===== config.mk =====
export PLATFORM = sky130hd
export DESIGN_NAME = keypad_scanner_4x4
export DESIGN_NICKNAME = d
export VERILOG_FILES = /design/src/rtl/keypad_scanner_4x4.sv
export SDC_FILE = /design/constraint.sdc
export NUM_CORES = 1
export LEC_CHECK = 0
export CAP_MARGIN = 20
export CORE_UTILIZATION = 53
export DETAILED_ROUTE_END_ITERATION = 10
export PLACE_DENSITY_LB_ADDON = 0.12
export SYNTH_ARGS = -nofsm -noshare
export SYNTH_HDL_FRONTEND = slang
export SYNTH_SLANG_ARGS = --single-unit

===== constraint.sdc =====
create_clock -name Clock -period 5.32 [get_ports Clock]
set_input_delay 1.064 -clock Clock [delete_from_list [all_inputs] [get_ports Clock]]
set_output_delay 1.064 -clock Clock [all_outputs]
set_load 0.05 [all_outputs]

===== src/rtl/keypad_scanner_4x4.sv =====
// keypad_scanner_4x4: column-scanning driver for a 4x4 matrix keypad.
// Drives one active-low column at a time and samples the synchronized rows
// at the end of each column dwell. A scan result is accepted only when exactly
// one key was seen in a full scan, which also rejects ghosting. The result is
// then debounced over DEBOUNCE_SCANS identical scans before it is committed.
// Output codes: 0 = no key, otherwise code = col*4 + row + 1.
//
// state   | meaning
// --------+------------------------------------------------------
// IDLE    | committed value is 0 and the candidate agrees with it
// ARMING  | candidate differs from the committed value
// HELD    | committed value is nonzero and the candidate agrees
module keypad_scanner_4x4 #(
    parameter int SCAN_DIV       = 50000,
    parameter int DEBOUNCE_SCANS = 3
) (
    input  logic       Clock,
    input  logic       Reset,
    output logic [3:0] Keypad_Col_O,
    input  logic [3:0] Keypad_Row_I,
    output logic [5:0] Keyb_Value,
    output logic       Key_Valid,
    output logic       Key_Strobe
);

    localparam int                DIV_W    = $clog2(SCAN_DIV);
    localparam logic [DIV_W-1:0]  DIV_LAST = DIV_W'(SCAN_DIV - 1);
    localparam logic [3:0]        DEB_N    = 4'(DEBOUNCE_SCANS);

    localparam logic [1:0] ST_IDLE   = 2'd0;
    localparam logic [1:0] ST_ARMING = 2'd1;
    localparam logic [1:0] ST_HELD   = 2'd2;

    logic [3:0]       r_row_meta;
    logic [3:0]       r_row_sync;
    logic [DIV_W-1:0] r_div;
    logic [1:0]       r_col;
    logic [3:0]       r_col_o;
    logic [4:0]       r_acc;
    logic [1:0]       r_hits;
    logic [4:0]       r_cand;
    logic [3:0]       r_stable;
    logic [1:0]       r_state;
    logic [4:0]       r_value;
    logic             r_valid;
    logic             r_strobe;

    logic             w_sample;
    logic             w_scan_end;
    logic [3:0]       w_pressed;
    logic [2:0]       w_col_cnt;
    logic [1:0]       w_row;
    logic [4:0]       w_col_code;
    logic [2:0]       w_hits_sum;
    logic [1:0]       w_hits_new;
    logic [4:0]       w_acc_new;
    logic [4:0]       w_scan_res;
    logic [3:0]       w_stable_next;
    logic             w_commit;
    logic [1:0]       w_state_next;

    assign w_sample   = (r_div == DIV_LAST);
    assign w_scan_end = w_sample && (r_col == 2'd3);
    assign w_pressed  = ~r_row_sync;
    assign w_col_cnt  = 3'(w_pressed[0]) + 3'(w_pressed[1]) +
                        3'(w_pressed[2]) + 3'(w_pressed[3]);

    // Lowest pressed row in this column gives the lowest code.
    assign w_row      = w_pressed[0] ? 2'd0 :
                        w_pressed[1] ? 2'd1 :
                        w_pressed[2] ? 2'd2 : 2'd3;
    assign w_col_code = {1'b0, r_col, w_row} + 5'd1;

    // Hit count saturates at 2: anything beyond one key is simply "too many".
    assign w_hits_sum = {1'b0, r_hits} + w_col_cnt;
    assign w_hits_new = (w_hits_sum >= 3'd2) ? 2'd2 : w_hits_sum[1:0];
    assign w_acc_new  = (r_acc != 5'd0)     ? r_acc :
                        (w_col_cnt != 3'd0) ? w_col_code : 5'd0;
    assign w_scan_res = (w_hits_new == 2'd1) ? w_acc_new : 5'd0;

    // The candidate always becomes this scan's result, so the commit test
    // compares the scan result directly against the committed value.
    assign w_stable_next = (w_scan_res != r_cand) ? 4'd1 :
                           (r_stable >= DEB_N)    ? DEB_N : r_stable + 4'd1;
    assign w_commit      = (w_stable_next == DEB_N) && (w_scan_res != r_value);

    assign Keypad_Col_O = r_col_o;
    assign Keyb_Value   = {1'b0, r_value};
    assign Key_Valid    = r_valid;
    assign Key_Strobe   = r_strobe;

    // Two-flop synchronizer for the asynchronous row inputs (idle high).
    always_ff @(posedge Clock or posedge Reset) begin
        if (Reset) begin
            r_row_meta <= 4'hF;
            r_row_sync <= 4'hF;
        end else begin
            r_row_meta <= Keypad_Row_I;
            r_row_sync <= r_row_meta;
        end
    end

    // Column dwell counter and registered one-cold column drive.
    always_ff @(posedge Clock or posedge Reset) begin
        if (Reset) begin
            r_div   <= '0;
            r_col   <= 2'd0;
            r_col_o <= 4'b1110;
        end else if (w_sample) begin
            r_div   <= '0;
            r_col   <= r_col + 2'd1;
            r_col_o <= ~(4'b0001 << (r_col + 2'd1));
        end else begin
            r_div   <= r_div + DIV_W'(1);
        end
    end

    // Per-scan accumulation of the first hit and the number of hits.
    always_ff @(posedge Clock or posedge Reset) begin
        if (Reset) begin
            r_acc  <= 5'd0;
            r_hits <= 2'd0;
        end else if (w_scan_end) begin
            r_acc  <= 5'd0;
            r_hits <= 2'd0;
        end else if (w_sample) begin
            r_acc  <= w_acc_new;
            r_hits <= w_hits_new;
        end
    end

    // Debounce next-state decode, evaluated only at end of scan.
    always_comb begin
        w_state_next = r_state;
        if (w_scan_end) begin
            if (w_commit) begin
                w_state_next = (w_scan_res != 5'd0) ? ST_HELD : ST_IDLE;
            end else begin
                case (r_state)
                    ST_IDLE: begin
                        if (w_scan_res != r_value) w_state_next = ST_ARMING;
                    end
                    ST_ARMING: begin
                        if (w_scan_res == r_value)
                            w_state_next = (r_value != 5'd0) ? ST_HELD : ST_IDLE;
                    end
                    ST_HELD: begin
                        if (w_scan_res != r_value) w_state_next = ST_ARMING;
                    end
                    default: w_state_next = ST_IDLE;
                endcase
            end
        end
    end

    // Debounce registers, committed value and one-cycle strobe on new key.
    always_ff @(posedge Clock or posedge Reset) begin
        if (Reset) begin
            r_cand   <= 5'd0;
            r_stable <= 4'd0;
            r_state  <= ST_IDLE;
            r_value  <= 5'd0;
            r_valid  <= 1'b0;
            r_strobe <= 1'b0;
        end else begin
            r_strobe <= 1'b0;
            r_state  <= w_state_next;
            if (w_scan_end) begin
                r_cand   <= w_scan_res;
                r_stable <= w_stable_next;
                if (w_commit) begin
                    r_value  <= w_scan_res;
                    r_valid  <= (w_scan_res != 5'd0);
                    r_strobe <= (w_scan_res != 5'd0);
                end
            end
        end
    end

endmodule


==> results.sh, run 1 <==
export IMPL_start_util_pct=56.46
export IMPL_period_share_pct=81.24
export IMPL_antennaDiodeCount=0
export IMPL_rows=25
export IMPL_ctsResizeCount=0
export IMPL_cts_tree="done"
export IMPL_drive_gt1_share_pct=11.03
export IMPL_wire_per_inst_um=14.45
export IMPL_clk_pin_slew_ns=0.10
export IMPL_drtIter0Drc=112
export IMPL_post_dp_hpwl_um=3733
export IMPL_slowest_delay_ns=0.58
export IMPL_io_buffers=16
export IMPL_cts_setup_buffers=0
export IMPL_crit_type="reg -> reg"
export IMPL_setup_ws_ns=0.9982
export IMPL_clock_latency_ns=0.31
export IMPL_core_area_um2=4848
export IMPL_end_kind="flip-flop"
export IMPL_holdCritPathClass="reg -> reg"
export IMPL_finalPower_mw=0.7331
export IMPL_antenna_found_initial=0
export IMPL_cp_max_fo=6
export IMPL_gr_total_overflow=0
export IMPL_worst_path_max_delay_cell="dfstp_2"
export IMPL_dieArea_um2=5457
export IMPL_vias=1929
export IMPL_track_usage_pct=20.98
export IMPL_yosys_top_cells_area="dfrtp_1 (38%), dfstp_2 (11%), ha_1 (5.0%)"
export IMPL_yosys_most_used_dff="dfrtp_1"
export IMPL_place_ws_ns=1.041
export IMPL_syn_area_per_cell_um2=10.53
export IMPL_gp_congestion=0.9109
export IMPL_nNetsFinal=299
export IMPL_synthesis_area_um2=2738
export IMPL_synth_async_reset_ratio_pct=100.0
export IMPL_drt_total_wl_um=5029
export IMPL_arrival_ns=4.53
export IMPL_yosys_area_top_type="dfrtp_1"
export IMPL_setup_viol_count_final=0
export IMPL_max_slew_margin_pct=47.21
export IMPL_status="finished clean"
export IMPL_viasPerCell=5.543
export IMPL_detailedRoute_firstPassIterationCount=4
export IMPL_dieHeight_um=73.87
export IMPL_synth_common_cells="dfrtp_1 (42), nor2_1 (25), nand2_1 (21), inv_1 (15)"
export IMPL_grt_pass1_wl_um=8445
export IMPL_syn_inst=260
export IMPL_grt_max_degree=54
export IMPL_start_kind="flip-flop"
export IMPL_cts_buffer_depth=2
export IMPL_syn_to_final_growth_pct=12.84
export IMPL_htreeDepth=2
export IMPL_maxCapViolCount=0
export IMPL_drc=0
export IMPL_drv_slew=0
export IMPL_final_core_util_pct=63.72
export IMPL_rsz0062_at_grt="no"
export IMPL_io_pins=18
export IMPL_ys_seq_area_share_pct=48.95
export IMPL_finClkSkew_ns=0.01204
export IMPL_clock_sinks=53
export IMPL_grt_pass1_vias=1729
export IMPL_postCtsHoldBufs=0
export IMPL_ys_warn_count=0
export IMPL_synthDistinctLibCells=53
export IMPL_hold_viol_final=0
export IMPL_synth_enable_flop_cells=0
export IMPL_dp_cells=339
export IMPL_ir_drop_uv=153.2
export IMPL_synth_fp_nets=279
export IMPL_finalNonFillerCells=348
export IMPL_setup_tns_ns=0
export IMPL_cp_cell_sequence="inv_1 -> fa_1 -> ha_1 -> ha_1 -> fa_1 -> xnor2_1 -> nand2_1 -> nor2_1 -> xor2_1 -> a211oi_1 -> nand4_4 -> mux2_2"
export IMPL_min_period_ns=4.322
export IMPL_crit_required_ns=5.53
export IMPL_synth_most_common_cell="dfrtp_1"
export IMPL_fmaxAchievable_ghz=0.2314
export IMPL_cts_buffers=5
export IMPL_postRouteAntennaNets=0
export IMPL_cts_root_buf="clkbuf_8"
export IMPL_synth_ff_latch_count=53
export IMPL_die_width_um=73.87
export IMPL_tightest_slew_ns=0.7859
export IMPL_p_per_area_nw_per_um2=237.3
export IMPL_total_leakage_power_nw=1.426
export IMPL_synth_top_area_share_pct=38.39
==> power breakdown <==
part / internal, mW / leakage, nW / switching [mW]
clock: 0.123 / 0.0540 / 0.134
combinational: 0.0227 / 0.685 / 0.0428
sequential: 0.408 / 0.688 / 0.00168
total: 0.554 / 1.43 / 0.179
==> worst max-delay path: cells and delay by family, from the launching register on <==
kind | cells | cell delay (ns)
muxes | 1 | 0.32
xor gates and xnor gates | 2 | 0.50
DFF | 1 | 0.58
buffers and inverters | 1 | 0.09
AOI/OAI and AO/OA | 1 | 0.51
and+or+nand+nor | 3 | 0.77
adders and majority gates | 4 | 1.44
==> area by class of cell <==
type / count / area, um2
fill: 394 / 1759
sequential: 53 / 1340
multi-input combinational: 188 / 1323
timing repair buffer: 17 / 180.2
clock buffer: 7 / 97.59
tap: 67 / 83.83
inverter: 15 / 56.30
clock inverter: 1 / 8.758
==> registers in the layout, summed over array words and instances (netlist names) <==
signal        flops
r_div            16
r_acc             5
r_cand            5
r_value           5
Keypad_Col_O      4
r_row_meta        4
r_row_sync        4
r_stable          4
r_col             2
r_hits            2
Key_Strobe        1
Key_Valid         1
==> worst paths after layout <==
path / start / to / slack [ns] / depth (start not counted)
max in group asynchronous: Reset / r_row_sync[2] / 3.82 / 3
worst min-delay path: r_row_meta[3] / r_row_sync[3] / 0.36 / 0
min in group asynchronous: Reset / r_div[13] / 0.96 / 2
worst min register to register: r_row_meta[3] / r_row_sync[3] / 0.36 / 0
worst max-delay path: r_row_sync[0] / r_value[4] / 1.0 / 12
worst max register to register: r_row_sync[0] / r_value[4] / 1.0 / 12
==> stage by stage <==
| stage | instance area [um2] | hold slack (ns) |
|---|---|---|
| 2_1_floorplan | 2738 | 0.3452 |
| 3_3_place_gp | 2963 | 0.3455 |
| 3_5_place_dp | 2963 | 0.3478 |
| 4_1_cts | 3069 | 0.3609 |
| 5_1_grt | 3089 | 0.3683 |
| 6_report | 3089 | 0.3602 |
==> cell usage in the layout (no fill, tap or decap), drive strengths merged, types with 4 or more instances in the layout <==
master	count
and3	9
nor2	25
dfstp	11
nand2b	4
dfrtp	42
clkdlybuf4s50	16
clkbuf	7
o21ai	13
ha	11
xnor2	7
and2	8
o31ai	4
nor4	4
nand3	8
inv	16
nor2b	5
nand2	21
a21oi	10
xor2	13
==> kinds of logic after synthesis <==
logic type | share of synthesized area (%)
muxes | 2.331
and+or+nand+nor | 21.53
buffers and inverters | 2.742
adders and majority gates | 6.490
xor gates and xnor gates | 6.399
AOI/OAI and AO/OA | 11.43
DFF | 48.95
other | 0.1370
==> per-layer routing <==
layer | vias to the layer above | GRT usage [%] | part of all wire, %
li1 | 957 | - | -
met4 | 0 | 7.479 | 1.6
met2 | 54 | 32.42 | 47
met3 | 8 | 4.390 | 5.0
met1 | 910 | 29.19 | 47
met5 | - | 0 | 0
Note: power is estimated with default switching activity, not from simulation.
==> inputs of run 2 (changes only) <==
Clock period 5.32 ns to 4 ns, I/O delays scaled along.
==> results.sh, run 2 (synthesized netlist as in run 1, its figures left out) <==
export IMPL_p_per_area_nw_per_um2=308.0
export IMPL_postCtsHoldBufs=0
export IMPL_multi_input_comb_area_um2=1395
export IMPL_clk_pin_slew_ns=0.10
export IMPL_dieArea_um2=5457
export IMPL_regMostFlops="r_div"
export IMPL_tightest_slew_ns=0.5957
export IMPL_status="finished clean"
export IMPL_min_path_cells=0
export IMPL_holdCritPathClass="reg -> reg"
export IMPL_worst_path_max_delay_cell="dfstp_2"
export IMPL_post_route_cell_area_um2=3193
export IMPL_nFillCells=409
export IMPL_drtIter0Drc=129
export IMPL_crit_required_ns=4.19
export IMPL_cp_top_family="adder cells"
export IMPL_core_area_um2=4848
export IMPL_clock_sinks=53
export IMPL_clock_latency_ns=0.31
export IMPL_met2WireLength_um=2578
export IMPL_drt_met1_wl_um=2431
export IMPL_setup_tns_ns=0
export IMPL_cp_max_fo=6
export IMPL_post_dp_hpwl_um=3828
export IMPL_seq_area_um2=1340
export IMPL_r2r_start="r_row_sync[0]"
export IMPL_startpoint="r_row_sync[0]"
export IMPL_r2r_slack_ns=0.14
export IMPL_cts_root_buf="clkbuf_8"
export IMPL_gp_congestion=0.8794
export IMPL_final_core_util_pct=65.86
export IMPL_postRouteAntennaNets=0
export IMPL_dp_cells=344
export IMPL_rows=25
export IMPL_finClkSkew_ns=0.01060
export IMPL_slowest_delay_ns=0.58
export IMPL_gr_total_overflow=0
export IMPL_whs_endpoint="r_row_sync[2]"
export IMPL_largest_reg_flops=16
export IMPL_final_common_cell="dfrtp_1"
export IMPL_grt_max_degree=54
export IMPL_critical_path_buf_inv_count=2
export IMPL_hold_viol_final=0
export IMPL_worstHoldStart="r_row_meta[2]"
export IMPL_top_layer="met4"
export IMPL_finalNonFillerCells=353
export IMPL_io_pins=18
export IMPL_antennaDiodeCount=0
export IMPL_arrival_ns=4.05
export IMPL_min_period_ns=3.858
export IMPL_htreeDepth=2
export IMPL_grt_pass1_wl_um=8997
export IMPL_antenna_found_initial=0
export IMPL_cts_setup_buffers=0
export IMPL_grt_pass1_vias=1926
export IMPL_start_util_pct=56.46
export IMPL_cts_buffer_depth=2
export IMPL_viasPerCell=5.623
export IMPL_setup_viol_count_final=0
export IMPL_dieHeight_um=73.87
export IMPL_r2r_end="Key_Valid"
export IMPL_start_kind="flip-flop"
export IMPL_cts_buffers=5
export IMPL_rsz0062_at_grt="no"
export IMPL_syn_to_final_growth_pct=16.64
export IMPL_total_leakage_power_nw=1.457
export IMPL_r2r_cells=13
export IMPL_period_share_pct=96.45
export IMPL_crit_type="reg -> reg"
export IMPL_drc=0
export IMPL_fmaxAchievable_ghz=0.2592
export IMPL_maxCapViolCount=0
export IMPL_cp_cell_sequence="inv_1 -> fa_1 -> ha_1 -> ha_4 -> fa_2 -> nand2b_2 -> nor2_4 -> buf_4 -> nand2b_1 -> o22a_1 -> and3b_1 -> nand4_4 -> mux2_2"
export IMPL_wl_met3_um=191
export IMPL_drive_gt1_share_pct=16.43
export IMPL_cts_tree="done"
export IMPL_drv_slew=0
export IMPL_track_usage_pct=21.96
export IMPL_drt_total_wl_um=5280
export IMPL_detailedRoute_firstPassIterationCount=4
export IMPL_wire_per_inst_um=14.96
export IMPL_io_buffers=16
export IMPL_nNetsFinal=304
export IMPL_vias=1985
export IMPL_placed_area_um2=3000
export IMPL_most_common_layout_cells="dfrtp_1 (42), nor2_1 (24), nand2_1 (21), clkdlybuf4s50_1 (16), inv_1 (14)"
export IMPL_ir_drop_uv=190.1
export IMPL_max_slew_margin_pct=59.98
export IMPL_die_width_um=73.87
export IMPL_end_kind="flip-flop"
-- run 2: layer usage --
layer / track usage, % / vias up
li1: - / 962
met1: 28.17 / 976
met2: 35.58 / 39
met3: 5.350 / 8
met4: 8.974 / 0
met5: 0 / -
-- run 2: worst max-delay path by stage --
| stage | to | slack [ns] | depth (start not counted) |
|---|---|---|---|
| 2_1_floorplan | Key_Valid | 0.21 | 12 |
| 3_3_place_gp | r_value[4] | -0.05 | 12 |
| 3_5_place_dp | Key_Valid | -0.08 | 12 |
| 4_1_cts | Key_Valid | 0.02 | 13 |
| 5_1_grt | Key_Valid | 0.005 | 13 |
| 6_report | Key_Valid | 0.14 | 13 |
-- run 2: layout make-up --
type / instances / share of cell area [%]
Clock buffer: 6 / 2.586
Clock inverter: 2 / 0.5486
Inverter: 15 / 1.763
Multi-Input combinational cell: 188 / 43.69
Sequential cell: 53 / 41.97
Tap cell: 67 / 2.625
Timing Repair Buffer: 22 / 6.818
-- run 2: power breakdown --
group	internal (mW)	switching, mW	total, mW
Sequential	0.543	0.00239	0.545
Clock	0.144	0.183	0.327
Combinational	0.0434	0.0677	0.111
Total	0.730	0.253	0.984
-- run 2: metrics by stage --
step	total power, mW	hold WS (ns)	setup WS [ns]
2_1_floorplan	0.6185	0.3452	0.2078
3_3_place_gp	0.6429	0.3480	-0.04515
5_1_grt	1.025	0.3649	0.005053
6_report	0.9835	0.3592	0.1422
3_5_place_dp	0.6447	0.3496	-0.07553
4_1_cts	0.9729	0.3635	0.02236
-- run 2: what timing repair did --
item	in CTS	in global routing
pin swaps	0	2
gates resized for setup	2	12
setup endpoints to repair	3	7
==> inputs of run 3 (changes only) <==
Settings changed: CELL_PAD_IN_SITES_DETAIL_PLACEMENT set to 0, CELL_PAD_IN_SITES_GLOBAL_PLACEMENT set to 1, CORE_UTILIZATION 53 to 47.
==> results.sh, run 3 (synthesized netlist as in run 1, its figures left out) <==
export IMPL_status="finished clean"
export IMPL_fmaxAchievable_ghz=0.2586
export IMPL_track_usage_pct=19.94
export IMPL_worst_path_max_delay_cell="fa_2"
export IMPL_gp_congestion=0.8196
export IMPL_grt_max_degree=47
export IMPL_cp_max_fo=6
export IMPL_postCtsHoldBufs=0
export IMPL_dp_cells=350
export IMPL_final_common_cell="dfrtp_1"
export IMPL_max_slew_margin_pct=66.84
export IMPL_io_pins=18
export IMPL_cts_root_buf="clkbuf_8"
export IMPL_antenna_found_initial=0
export IMPL_grt_pass1_wl_um=9432
export IMPL_drive_gt1_share_pct=16.32
export IMPL_r2r_slack_ns=0.13
export IMPL_maxCapViolCount=0
export IMPL_hold_viol_final=0
export IMPL_setup_ws_ns=0.1336
export IMPL_setup_viol_count_final=0
export IMPL_finClkSkew_ns=0.005116
export IMPL_clock_latency_ns=0.30
export IMPL_place_ws_ns=-0.1342
export IMPL_final_core_util_pct=56.95
export IMPL_rsz0062_at_grt="no"
export IMPL_seq_area_um2=1340
export IMPL_nFillCells=502
export IMPL_post_dp_hpwl_um=4067
export IMPL_grt_pass1_vias=1981
export IMPL_dieHeight_um=78.32
export IMPL_regMostFlops="r_div"
export IMPL_start_kind="flip-flop"
export IMPL_postRouteAntennaNets=0
export IMPL_htreeDepth=2
export IMPL_crit_top_cell="ha_1"
export IMPL_vias=1936
export IMPL_core_area_um2=5574
export IMPL_drt_total_wl_um=5529
export IMPL_drtIter0Drc=120
export IMPL_clock_sinks=53
export IMPL_dieArea_um2=6134
export IMPL_total_leakage_power_nw=1.459
export IMPL_gr_total_overflow=0
export IMPL_start_util_pct=49.11
export IMPL_cts_tree="done"
export IMPL_die_width_um=78.32
export IMPL_wire_per_inst_um=15.36
export IMPL_p_per_area_nw_per_um2=297.5
export IMPL_syn_to_final_growth_pct=15.95
export IMPL_antennaDiodeCount=0
export IMPL_cts_buffers=5
export IMPL_detailedRoute_firstPassIterationCount=4
export IMPL_setup_tns_ns=0
export IMPL_arrival_ns=4.06
export IMPL_crit_required_ns=4.19
export IMPL_largest_reg_flops=16
export IMPL_clk_pin_slew_ns=0.09
export IMPL_holdCritPathClass="reg -> reg"
export IMPL_nNetsFinal=306
export IMPL_cts_buffer_depth=2
export IMPL_whs_ns=0.3587
export IMPL_crit_type="reg -> reg"
export IMPL_period_share_pct=96.66
export IMPL_end_kind="flip-flop"
export IMPL_io_buffers=16
export IMPL_multi_input_comb_area_um2=1373
export IMPL_most_common_layout_cells="dfrtp_1 (42), nor2_1 (24), nand2_1 (21), clkdlybuf4s50_1 (16), inv_1 (14)"
export IMPL_finalNonFillerCells=360
export IMPL_drv_slew=0
export IMPL_drc=0
export IMPL_slowest_delay_ns=0.60
export IMPL_min_period_ns=3.866
export IMPL_cp_cell_sequence="inv_1 -> fa_1 -> ha_1 -> ha_1 -> fa_2 -> nand2b_2 -> nor2_4 -> a31oi_2 -> o22a_1 -> and3b_1 -> nand4_4 -> mux2_2"
export IMPL_viasPerCell=5.378
export IMPL_rows=27
export IMPL_tightest_slew_ns=0.4928
export IMPL_ir_drop_uv=160.3
run 3: changes by cell type in the layout (fill, tap and decap cells not counted), sizes merged:
cell	previous run	this run
clkinv	1	2
inv	16	15
buf	6	8
run 3: stage by stage:
step,power (mW),area [um2]
6_report,0.9443,3174
2_1_floorplan,0.6185,2738
3_3_place_gp,0.6468,3014
3_5_place_dp,0.6476,3014
5_1_grt,0.9862,3174
4_1_cts,0.9471,3110
run 3: worst paths after layout:
check | cells after the start | end | from
max in group asynchronous | 3 | r_row_sync[0] | Reset
worst max register to register | 12 | Key_Valid | r_row_sync[0]
min in group asynchronous | 2 | r_div[13] | Reset
worst min register to register | 0 | r_row_sync[3] | r_row_meta[3]
worst min-delay path | 0 | r_row_sync[3] | r_row_meta[3]
worst max-delay path | 12 | Key_Valid | r_row_sync[0]
run 3: cell type report:
type	count	share of cell area, %
sequential	53	42.22
clock inverter	2	0.3153
inverter	15	1.774
timing repair buffer	24	7.331
multi-input combinational	188	43.24
clock buffer	6	2.286
tap	72	2.838
run 3: what timing repair did:
item / CTS / global route
setup buffers: 0 / 1
endpoints found under the setup margin: 3 / 7
pin swaps: 0 / 1
gates resized for setup: 4 / 8
cloned: 0 / 0
run 3: where the power goes:
group,switching [mW],leakage (nW),internal [mW]
logic,0.0660,0.726,0.0411
registers,0.00210,0.688,0.543
clock network,0.170,0.0450,0.122
run 3: layer usage:
metal / part of all wire, % / GRT usage (%)
met1: 46 / 24.64
met2: 49 / 34.47
met3: 2.7 / 3.605
met4: 1.8 / 7.778
met5: 0 / 0
run 3: worst max-delay path, delay by kind of cell, from the launching register on:
| kind | cells | cell delay [ns] |
|---|---|---|
| muxes | 1 | 0.33 |
| and+or+nand+nor | 4 | 0.65 |
| adders and majority gates | 4 | 1.59 |
| buffers and inverters | 1 | 0.08 |
| AOI/OAI and AO/OA | 2 | 0.55 |
| DFF | 1 | 0.57 |
